<file path="src/rtl/div_unit.sv">
// div_unit: multi-cycle RV32M DIV/DIVU/REM/REMU unit.
// Radix-2 restoring division on operand magnitudes, one quotient bit per
// cycle, with sign fix-up and a single register-file write-back on completion.
module div_unit #(
  parameter int CPU_WIDTH      = 32,
  parameter int REG_ADDR_WIDTH = 5
) (
  input  logic                      clk,
  input  logic                      rst_n,
  input  logic                      start_i,
  input  logic [1:0]                op_i,
  input  logic [CPU_WIDTH-1:0]      dividend_i,
  input  logic [CPU_WIDTH-1:0]      divisor_i,
  input  logic [REG_ADDR_WIDTH-1:0] rd_addr_i,
  input  logic                      flush_i,
  output logic                      busy_o,
  output logic                      done_o,
  output logic                      wr_en_o,
  output logic [REG_ADDR_WIDTH-1:0] wr_addr_o,
  output logic [CPU_WIDTH-1:0]      wr_data_o
);

  localparam int CNT_W = $clog2(CPU_WIDTH);
  localparam logic [CNT_W-1:0] LAST_CNT = CNT_W'(CPU_WIDTH - 1);
  localparam logic [CPU_WIDTH-1:0] MOST_NEG = {1'b1, {(CPU_WIDTH-1){1'b0}}};

  typedef enum logic [1:0] {IDLE, CALC, DONE} state_t;

  state_t                      state_q;
  logic                        is_rem_q;
  logic                        quo_neg_q;
  logic                        dvd_neg_q;
  logic [REG_ADDR_WIDTH-1:0]   rd_q;
  logic [CPU_WIDTH-1:0]        dvs_q;
  logic [CPU_WIDTH-1:0]        rem_q;
  logic [CPU_WIDTH-1:0]        quo_q;
  logic [CNT_W-1:0]            count_q;

  logic                        is_signed;
  logic [CPU_WIDTH-1:0]        dvd_abs;
  logic [CPU_WIDTH-1:0]        dvs_abs;
  logic                        div_zero;
  logic                        overflow;
  logic [CPU_WIDTH-1:0]        special_result;

  logic [CPU_WIDTH:0]          shifted;
  logic [CPU_WIDTH:0]          diff;
  logic [CPU_WIDTH-1:0]        rem_next;
  logic [CPU_WIDTH-1:0]        quo_next;
  logic [CPU_WIDTH-1:0]        quo_final;
  logic [CPU_WIDTH-1:0]        rem_final;
  logic [CPU_WIDTH-1:0]        calc_result;

  // Launch-time decode: operand magnitudes and the two architecturally fixed
  // special cases. The overflow quotient equals the dividend (most negative).
  always_comb begin
    is_signed = ~op_i[0];
    dvd_abs   = (is_signed && dividend_i[CPU_WIDTH-1]) ? -dividend_i : dividend_i;
    dvs_abs   = (is_signed && divisor_i[CPU_WIDTH-1])  ? -divisor_i  : divisor_i;
    div_zero  = (divisor_i == '0);
    overflow  = is_signed && (dividend_i == MOST_NEG) && (divisor_i == '1);
    if (div_zero)
      special_result = op_i[1] ? dividend_i : '1;
    else
      special_result = op_i[1] ? '0 : dividend_i;
  end

  // One restoring step: shift {rem,quo}, trial-subtract with a spare bit so the
  // borrow shows up as the top bit, then fold in the sign fix-up for the last step.
  always_comb begin
    shifted = {rem_q, quo_q[CPU_WIDTH-1]};
    diff    = shifted - {1'b0, dvs_q};
    if (!diff[CPU_WIDTH]) begin
      rem_next = diff[CPU_WIDTH-1:0];
      quo_next = {quo_q[CPU_WIDTH-2:0], 1'b1};
    end else begin
      rem_next = shifted[CPU_WIDTH-1:0];
      quo_next = {quo_q[CPU_WIDTH-2:0], 1'b0};
    end
    quo_final   = quo_neg_q ? -quo_next : quo_next;
    rem_final   = dvd_neg_q ? -rem_next : rem_next;
    calc_result = is_rem_q ? rem_final : quo_final;
  end

  // Control FSM with registered outputs; flush overrides everything, and the
  // write-back bus only changes on entry to DONE so it holds between operations.
  always_ff @(posedge clk or negedge rst_n) begin
    if (!rst_n) begin
      state_q   <= IDLE;
      busy_o    <= 1'b0;
      done_o    <= 1'b0;
      wr_en_o   <= 1'b0;
      wr_addr_o <= '0;
      wr_data_o <= '0;
      is_rem_q  <= 1'b0;
      quo_neg_q <= 1'b0;
      dvd_neg_q <= 1'b0;
      rd_q      <= '0;
      dvs_q     <= '0;
      rem_q     <= '0;
      quo_q     <= '0;
      count_q   <= '0;
    end else if (flush_i) begin
      state_q <= IDLE;
      busy_o  <= 1'b0;
      done_o  <= 1'b0;
      wr_en_o <= 1'b0;
    end else begin
      case (state_q)
        IDLE: begin
          done_o  <= 1'b0;
          wr_en_o <= 1'b0;
          if (start_i) begin
            busy_o    <= 1'b1;
            is_rem_q  <= op_i[1];
            rd_q      <= rd_addr_i;
            quo_neg_q <= is_signed & (dividend_i[CPU_WIDTH-1] ^ divisor_i[CPU_WIDTH-1]);
            dvd_neg_q <= is_signed & dividend_i[CPU_WIDTH-1];
            dvs_q     <= dvs_abs;
            rem_q     <= '0;
            quo_q     <= dvd_abs;
            count_q   <= '0;
            if (div_zero || overflow) begin
              state_q   <= DONE;
              done_o    <= 1'b1;
              wr_en_o   <= (rd_addr_i != '0);
              wr_addr_o <= rd_addr_i;
              wr_data_o <= special_result;
            end else begin
              state_q <= CALC;
            end
          end
        end
        CALC: begin
          rem_q   <= rem_next;
          quo_q   <= quo_next;
          count_q <= count_q + 1'b1;
          if (count_q == LAST_CNT) begin
            state_q   <= DONE;
            done_o    <= 1'b1;
            wr_en_o   <= (rd_q != '0);
            wr_addr_o <= rd_q;
            wr_data_o <= calc_result;
          end
        end
        DONE: begin
          state_q <= IDLE;
          busy_o  <= 1'b0;
          done_o  <= 1'b0;
          wr_en_o <= 1'b0;
        end
        default: begin
          state_q <= IDLE;
          busy_o  <= 1'b0;
          done_o  <= 1'b0;
          wr_en_o <= 1'b0;
        end
      endcase
    end
  end

endmodule

</file>
<file path="config.mk">
export PLATFORM = sky130hd
export DESIGN_NAME = div_unit
export DESIGN_NICKNAME = d
export VERILOG_FILES = /design/src/rtl/div_unit.sv
export SDC_FILE = /design/constraint.sdc
export NUM_CORES = 1
export LEC_CHECK = 0
export ABC_CLOCK_PERIOD_IN_PS = 6000
export CORE_MARGIN = 2
export CORE_UTILIZATION = 55
export CTS_BUF_LIST = sky130_fd_sc_hd__clkbuf_8
export CTS_CLUSTER_SIZE = 10
export DETAILED_ROUTE_END_ITERATION = 10
export PLACE_DENSITY = 0.77
export RECOVER_POWER = 100
export SYNTH_ARGS = -nofsm -noshare
export SYNTH_HDL_FRONTEND = slang
export SYNTH_SLANG_ARGS = --single-unit
export TNS_END_PERCENT = 100
</file>
<file path="constraint.sdc">
create_clock -name clk -period 6 [get_ports clk]
set_input_delay 0.9 -clock clk [delete_from_list [all_inputs] [get_ports clk]]
set_output_delay 0.9 -clock clk [all_outputs]
set_load 0.005 [all_outputs]
</file>
==> out/qor.txt <==
================================================================================
Length of the first detailed-routing pass in iterations                        7
Post-route total power                                                  5.672 mW
Worst R2R Start                                                        quo_q[31]
Largest net degree at the start of global routing                             98
Static Leakage                                                          5.914 nW
Highest cell delay on the worst timing path                               500 ps
Area share of the largest cell type after synthesis                       30.86%
Setup Skew                                                              24.12 ps
Required time at the endpoint of the critical path                       6400 ps
Post-route DRC                                                                 0
Flip-flop cell with the highest count after synthesis               sky130_fd_sc_hd__dfrtp_1
Max-cap violation count                                                        4
Cell area after synthesis                                              12240 um2
Clock latency reported for the late side of the worst-skew pair           500 ps
Placer's final routability congestion estimate                            0.9418
Routed vias                                                                12200
Global route total overflow                                                    0
Seq pwr share                                                              25.0%
# rows                                                                        54
Die outline area                                                       23470 um2
Critical path cell sequence                                         inv_1 -> ha_1 -> fa_1 -> nor2b_1 -> o31a_2 -> o22ai_2 -> o41ai_4 -> a21oi_1 -> xnor2_2 -> inv_2 -> buf_4 -> ha_1 -> nand3_1 -> or2_2 -> o31ai_1 -> xor2_1 -> o311ai_0 -> nor2_1 -> mux2_2 -> nor3_1
Worst Path Arrival                                                       5750 ps
Distinct cells, synth                                                         83
Cell type group with the largest total delay on the critical path   compound AO/OA/AOI/OAI gates
WP depth                                                                      20
Antenna viol nets, final                                                       0
Run status                                                          finished, violations left
Share of the yosys chip area belonging to registers                       30.86%
Number of cells traversed by the worst register-to-register path              20
Post-placement worst setup slack                                        672.1 ps
Maximum buffer depth of the clock tree                                         2
Clock slew at reported path FFs                                           100 ps
Worst slew pin tran                                                      3951 ps
Worst reg2reg endpoint                                              wr_data_o[28]
Share of the synthesized netlist area taken by xor and xnor gates         9.443%
Most used cell along the critical path                              sky130_fd_sc_hd__ha_1
ANT cells                                                                      0
Floorplan die height                                                    153.2 um
Warning count from the yosys run                                               0
Count of endpoints failing hold in the final timing report                     0
Relative contribution of the clock network to total power                  14.5%
CTS buffer count                                                              17
# clock sinks                                                                151
Post-synth ARST share                                                     100.0%
CTS tree                                                                     yes
Mux cell area share after synthesis                                       3.945%
Number of nets at the end of the flow                                       1762
Register-to-register path setup slack                                     650 ps
Dominant combinational cell family by area after synthesis          compound AO/OA/AOI/OAI gates
Number of port buffers                                                       114
Share of cells above drive strength 1                                     5.000%
P per Cell Area                                                     408.2 nW/um2
Post-Synthesis Net Count                                                    1700
Post-Layout Cell Count                                                      1940
Adder-cell area share of the yosys netlist                                4.149%
Endpoint of the most critical setup path                            wr_data_o[28]
Final WS setup                                                          646.0 ps
Effective utilization at floorplan                                        56.10%
Crit-path slowest cell                                              sky130_fd_sc_hd__o311ai_0
Fillcell total                                                              1977
Kind of critical path                                                 reg -> reg
Post-synthesis compound-gate area fraction                                25.36%
Violations in the final reports                                     capacitance limit, slew limit
Mean area per synthesized cell                                         7.724 um2
Post-CTS Setup Inserts                                                         0
Gate count after technology mapping                                         1585
Initial antenna violation count                                                0
Post-Synth Simple-Gate Area                                               21.43%
Part of the total power dissipated in combinational logic                  60.5%
Design internal power                                                   2.833 mW
Yosys top cell by area                                              sky130_fd_sc_hd__dfrtp_1
Routed len/inst                                                         19.48 um
Peak supply drop                                                       0.2390 mV
Hold crit path type                                                   reg -> reg
Switching portion of total power                                          50.06%
Synthesis-stage register bit count                                           151
Largest fanout of any net on the critical path                                30
First-pass GRT wire length                                              60980 um
CTS H-tree depth                                                               4
Clock root buffer                                                   sky130_fd_sc_hd__clkbuf_8
Max Clock Freq                                                        0.1868 GHz
Period utilization                                                        89.23%
Count of final setup violators                                                 0
Via count of the first global-routing pass                                 11400
Final wirelength                                                        37790 um
Worst path buffer plus inverter count                                          3
Number of enable flip-flop cells after synthesis                               0
Post-cts resize count                                                          0
Per-cell via count in the routed design                                    6.288
Net switching power figure                                              2.839 mW
Final TNS setup                                                             0 ps
Final count of pins violating max slew                                       258
RSZ-0062 raised after global routing                                       false
Ranking of synthesized cells by area                                sky130_fd_sc_hd__dfrtp_1, sky130_fd_sc_hd__o21ai_0, sky130_fd_sc_hd__nand2_1
Iteration-0 DRC count of the detailed router                                1125
Floorplan die width                                                     153.2 um
Post-CTS Hold Buffers                                                          0
Final critical-path required period                                      5354 ps
Ports                                                                        115
Startpoint type of the worst setup path                                     flop
Kind of end point of the critical path                                      flop
Placeable core area                                                    21820 um2
Start point of the critical path                                       quo_q[31]
Sum of net half-perimeters after detailed placement                     28710 um
Area overhead of the layout relative to synthesis                         13.50%
Worst max-slew margin expressed relative to the limit                    -163.4%
Instance count after placement with tap cells included                      1908
Gr usage total                                                            32.04%
================================================================================
-- logic make-up after synthesis --
kind of cell | count (synthesis)
muxes | 46
xor gates and xnor gates | 132
adders and majority gates | 40
DFF | 151
and+or+nand+nor | 561
AOI/OAI and AO/OA | 506
buffers and inverters | 149
-- metrics by stage --
step / hold slack, ps / instance area [um2] / util [%]
floorplan: 445.3 / 12240 / -
global placement: 456.1 / 13560 / 62.13
detailed placement: 471.9 / 13560 / 62.13
CTS: 350.3 / 13970 / 64.00
global route: 515.6 / 13900 / 63.67
finish: 487.3 / 13900 / 63.67
-- worst min-delay path, cell delays in order, from the launching register on --
cell and delay (ps):
sky130_fd_sc_hd__dfrtp_1 350, sky130_fd_sc_hd__nand2_1 50, sky130_fd_sc_hd__o21ai_0 60
-- layout make-up --
class                           instances  area, um2  share of cell area, %
Clock buffer                           17      234.0                  1.684
Clock inverter                         15      172.7                  1.243
Inverter                               58      217.7                  1.567
Multi-Input combinational cell       1285       7880                  56.71
Sequential cell                       151       3779                  27.19
Tap cell                              280      350.3                  2.521
Timing Repair Buffer                  134       1262                  9.085
-- synth_stat cells, types with 3 or more instances --
| library cell | instances |
|---|---|
| sky130_fd_sc_hd__nand4_1 | 19 |
| sky130_fd_sc_hd__nand3b_1 | 6 |
| sky130_fd_sc_hd__xnor2_1 | 68 |
| sky130_fd_sc_hd__a22oi_1 | 3 |
| sky130_fd_sc_hd__o211a_1 | 5 |
| sky130_fd_sc_hd__or2_2 | 7 |
| sky130_fd_sc_hd__or4_1 | 9 |
| sky130_fd_sc_hd__mux2_2 | 8 |
| sky130_fd_sc_hd__buf_1 | 4 |
| sky130_fd_sc_hd__nor3b_1 | 7 |
| sky130_fd_sc_hd__ha_1 | 39 |
| sky130_fd_sc_hd__nor4b_1 | 3 |
| sky130_fd_sc_hd__o31ai_1 | 32 |
| sky130_fd_sc_hd__xor2_1 | 64 |
| sky130_fd_sc_hd__nor3_1 | 41 |
| sky130_fd_sc_hd__inv_1 | 57 |
| sky130_fd_sc_hd__dfrtp_1 | 151 |
| sky130_fd_sc_hd__o221ai_1 | 3 |
| sky130_fd_sc_hd__a211oi_1 | 20 |
| sky130_fd_sc_hd__nand3_1 | 23 |
| sky130_fd_sc_hd__a31oi_1 | 19 |
| sky130_fd_sc_hd__nor2_1 | 142 |
| sky130_fd_sc_hd__and3_1 | 6 |
| sky130_fd_sc_hd__nand2_1 | 220 |
| sky130_fd_sc_hd__o21ai_1 | 5 |
| sky130_fd_sc_hd__buf_2 | 17 |
| sky130_fd_sc_hd__nand2b_1 | 11 |
| sky130_fd_sc_hd__nor2b_1 | 8 |
| sky130_fd_sc_hd__o211ai_1 | 17 |
| sky130_fd_sc_hd__and2_1 | 7 |
| sky130_fd_sc_hd__o21ai_0 | 179 |
| sky130_fd_sc_hd__o22ai_1 | 6 |
| sky130_fd_sc_hd__clkbuf_1 | 67 |
| sky130_fd_sc_hd__a21oi_1 | 132 |
| sky130_fd_sc_hd__a311oi_1 | 4 |
| sky130_fd_sc_hd__or3_1 | 21 |
| sky130_fd_sc_hd__a21o_1 | 19 |
| sky130_fd_sc_hd__a221oi_1 | 7 |
| sky130_fd_sc_hd__o21a_1 | 11 |
| sky130_fd_sc_hd__nor4_1 | 15 |
| sky130_fd_sc_hd__o41ai_1 | 16 |
| sky130_fd_sc_hd__mux2i_1 | 37 |
-- sequential cells by signal, summed over array words and instances, names as in the netlist --
register / cells
quo_q: 32
is_rem_q: 1
busy_o: 1
quo_neg_q: 1
wr_en_o: 1
count_q: 5
rd_q: 5
dvs_q: 32
done_o: 1
state_q: 2
wr_addr_o: 5
wr_data_o: 32
rem_q: 32
dvd_neg_q: 1
-- worst min-delay path by stage --
stage                 end       start  slack [ps]  depth (start not counted)
2_1_floorplan  count_q[4]  count_q[4]         450                          2
3_3_place_gp   count_q[4]  count_q[4]         460                          2
3_5_place_dp    dvs_q[18]   dvs_q[18]         470                          2
4_1_cts          quo_q[6]       rst_n         350                          1
5_1_grt         dvs_q[12]   dvs_q[12]         520                          2
6_report        dvs_q[18]   dvs_q[18]         490                          2
-- metal layers --
metal	wire, um	up-vias	global-route usage (%)
met4	1004	0	9.039
li1	-	5820	-
met2	17750	480	52.21
met3	2533	74	5.529
met1	16500	5825	44.05
met5	0	-	0
-- power by group through the flow --
stage / Sequential [mW] / Combinational (mW) / Clock (mW)
2_1_floorplan: 1.33 / 2.62 / 0
3_3_place_gp: 1.42 / 3.35 / 0
3_5_place_dp: 1.43 / 3.39 / 0
4_1_cts: 1.41 / 3.41 / 0.820
5_1_grt: 1.44 / 3.79 / 0.864
6_report: 1.42 / 3.43 / 0.820
-- placed cells by master (no fill, tap or decap), drive strengths merged, types with 23 or more instances in the layout --
cell           instances
dfrtp                151
o31ai                 33
dlygate4sd3           44
nor3                  41
mux2i                 38
nand3                 23
clkdlybuf4s50         69
a21oi                133
xor2                  64
inv                   66
nand2                220
xnor2                 68
clkbuf                25
ha                    39
nor2                 143
o21ai                185
No activity file was read; power rests on OpenSTA's default activity.
==> RTL change: new RTL, same flow settings <==
Put one more register stage on the output `wr_data_o`, with the module's reset. The value now appears one clock later. The other outputs are not delayed to match.
--- a/src/rtl/div_unit.sv
+++ b/src/rtl/div_unit.sv
@@ -27,2 +27,4 @@
   typedef enum logic [1:0] {IDLE, CALC, DONE} state_t;
+
+  logic [CPU_WIDTH-1:0] wr_data_s0;
 
@@ -93,3 +95,3 @@
       wr_addr_o <= '0;
-      wr_data_o <= '0;
+      wr_data_s0 <= '0;
       is_rem_q  <= 1'b0;
@@ -127,3 +129,3 @@
               wr_addr_o <= rd_addr_i;
-              wr_data_o <= special_result;
+              wr_data_s0 <= special_result;
             end else begin
@@ -142,3 +144,3 @@
             wr_addr_o <= rd_q;
-            wr_data_o <= calc_result;
+            wr_data_s0 <= calc_result;
           end
@@ -161,2 +163,10 @@
 
+  always_ff @(posedge clk or negedge rst_n) begin
+    if (!rst_n) begin
+      wr_data_o <= '0;
+    end else begin
+      wr_data_o <= wr_data_s0;
+    end
+  end
+
 endmodule
Formal check against the unedited RTL: not equivalent (Yosys sat finds a counterexample within 4 cycles, from zero or initial values and one cycle with rst_n low).
==> RTL change against the original RTL <==
Cell area up 7.8%. Power up 2.3%. Worst setup slack worse by 0.16 ns. Critical path depth down 8. Clock power up 15%. Area after synthesis up 8.7%. Wire length up 7.4%. The run still ends with max-capacitance violations, max-slew violations left. Sequential cell count up 32. Global-route usage up 0.16 points.
==> RTL change: results (changes against the original RTL) <==
Status
  • Status: complete, but fails checks
  • Failing checks: max-capacitance violations, max-slew violations

Power and ir drop
  • Leakage Power: 6.32 nW (+6.8%)
  • Maximum VDD drop: 0.000211 V (-12%)

Finish
  • Final Non-Filler Cells: 2027 (+4.5%)
  • Non-clk invs: 56 (-3.4%)
  • Final clock-cell share: 0.0297 (+0.000465)
  • Multi-input gates: 1309 (+1.9%)
  • Layout filler cell count: 2084 (+5.4%)
  • Non-CTS buffers: 128 (-4.5%)
  • FF/Latch Area: 4580 µm² (+21%)
  • Seq cells: 183 (+21%)

Setup path
  • Worst-path maximum fanout: 26 (-13%)
  • Worst Path Arrival: 5.91 ns (+0.16 ns)
  • Crit path launch: dividend_i[2]

Floorplanning
  • Die X: 160 µm (+4.1%)

Routing
  • DR pass1 iterations: 6 (-1)
  • Total wire length: 40600 µm (+7.4%)

STA
  • Slew HR: -1.67 (-0.0317)
  • Pins Over Slew Limit: 235 (-8.9%)
  • Worst Skew: 0.0157 ns (-0.00847 ns)

Min path
  • Hold path startpoint: wr_data_s0[30]$_DFFE_PN0P_

GRT
  • Initial antenna violation count: 1 (+1)
  • Largest net degree at the start of global routing: 97 (-1.0%)
  • First-pass GRT wire length: 66000 µm (+8.2%)
  • Vias in the first global route: 12.2k (+6.9%)

Run
  • MaxCap Viol Count: 3 (-1)

Placed design
  • Post-Place Setup Slack: 0.473 ns (-0.199 ns)

Synthesis
  • Most common library cells after synthesis: nand2_1 (211), o21ai_0 (200), dfrtp_1 (183)
RTL change: layer usage:
layer | vias up | part of all wire | track usage
met5 | - | 0 | 0
met4 | 0 | 0.036 | 0.121
met3 | 85 | 0.075 | 0.0461
met2 | 589 | 0.46 | 0.513
met1 | 6244 | 0.42 | 0.447
li1 | 6040 | - | -
RTL change: where the power goes:
group | internal (mW) | total, mW | switching [mW]
Clock | 0.397 | 0.942 | 0.545
Sequential | 1.40 | 1.62 | 0.221
Combinational | 1.19 | 3.24 | 2.05
Total | 2.98 | 5.80 | 2.82
RTL change: critical path, cell delays in order:
cell,delay (ns)
dlygate4sd3_1,0.63
or4_1,0.63
nor4_1,0.26
nor3b_1,0.23
clkbuf_1,0.33
nand3b_1,0.19
o41ai_1,1.04
nor2b_1,0.32
o21ai_4,0.23
nor2_1,0.54
nand2_1,0.35
o221ai_1,0.26
RTL change: kinds of logic after synthesis:
logic type / after synthesis / synth area share
DFF: 183 / 0.344
AOI/OAI and AO/OA: 540 / 0.258
muxes: 49 / 0.0381
xor gates and xnor gates: 125 / 0.0823
adders and majority gates: 40 / 0.0382
and+or+nand+nor: 555 / 0.193
buffers and inverters: 146 / 0.0464
RTL change: final timing paths:
| check | end | slack [ns] | cells after the start |
|---|---|---|---|
| max | wr_data_s0[17]$_DFFE_PN0P_ | 0.49 | 12 |
| min | wr_data_o[30]$_DFF_PN0_ | 0.38 | 0 |
| max reg2reg | wr_data_s0[28]$_DFFE_PN0P_ | 0.54 | 22 |
| min reg2reg | wr_data_o[30]$_DFF_PN0_ | 0.38 | 0 |
| max in group asynchronous | rem_q[21]$_DFFE_PN0P_ | 1.37 | 2 |
| min in group asynchronous | dvs_q[29]$_DFFE_PN0P_ | 1.73 | 1 |
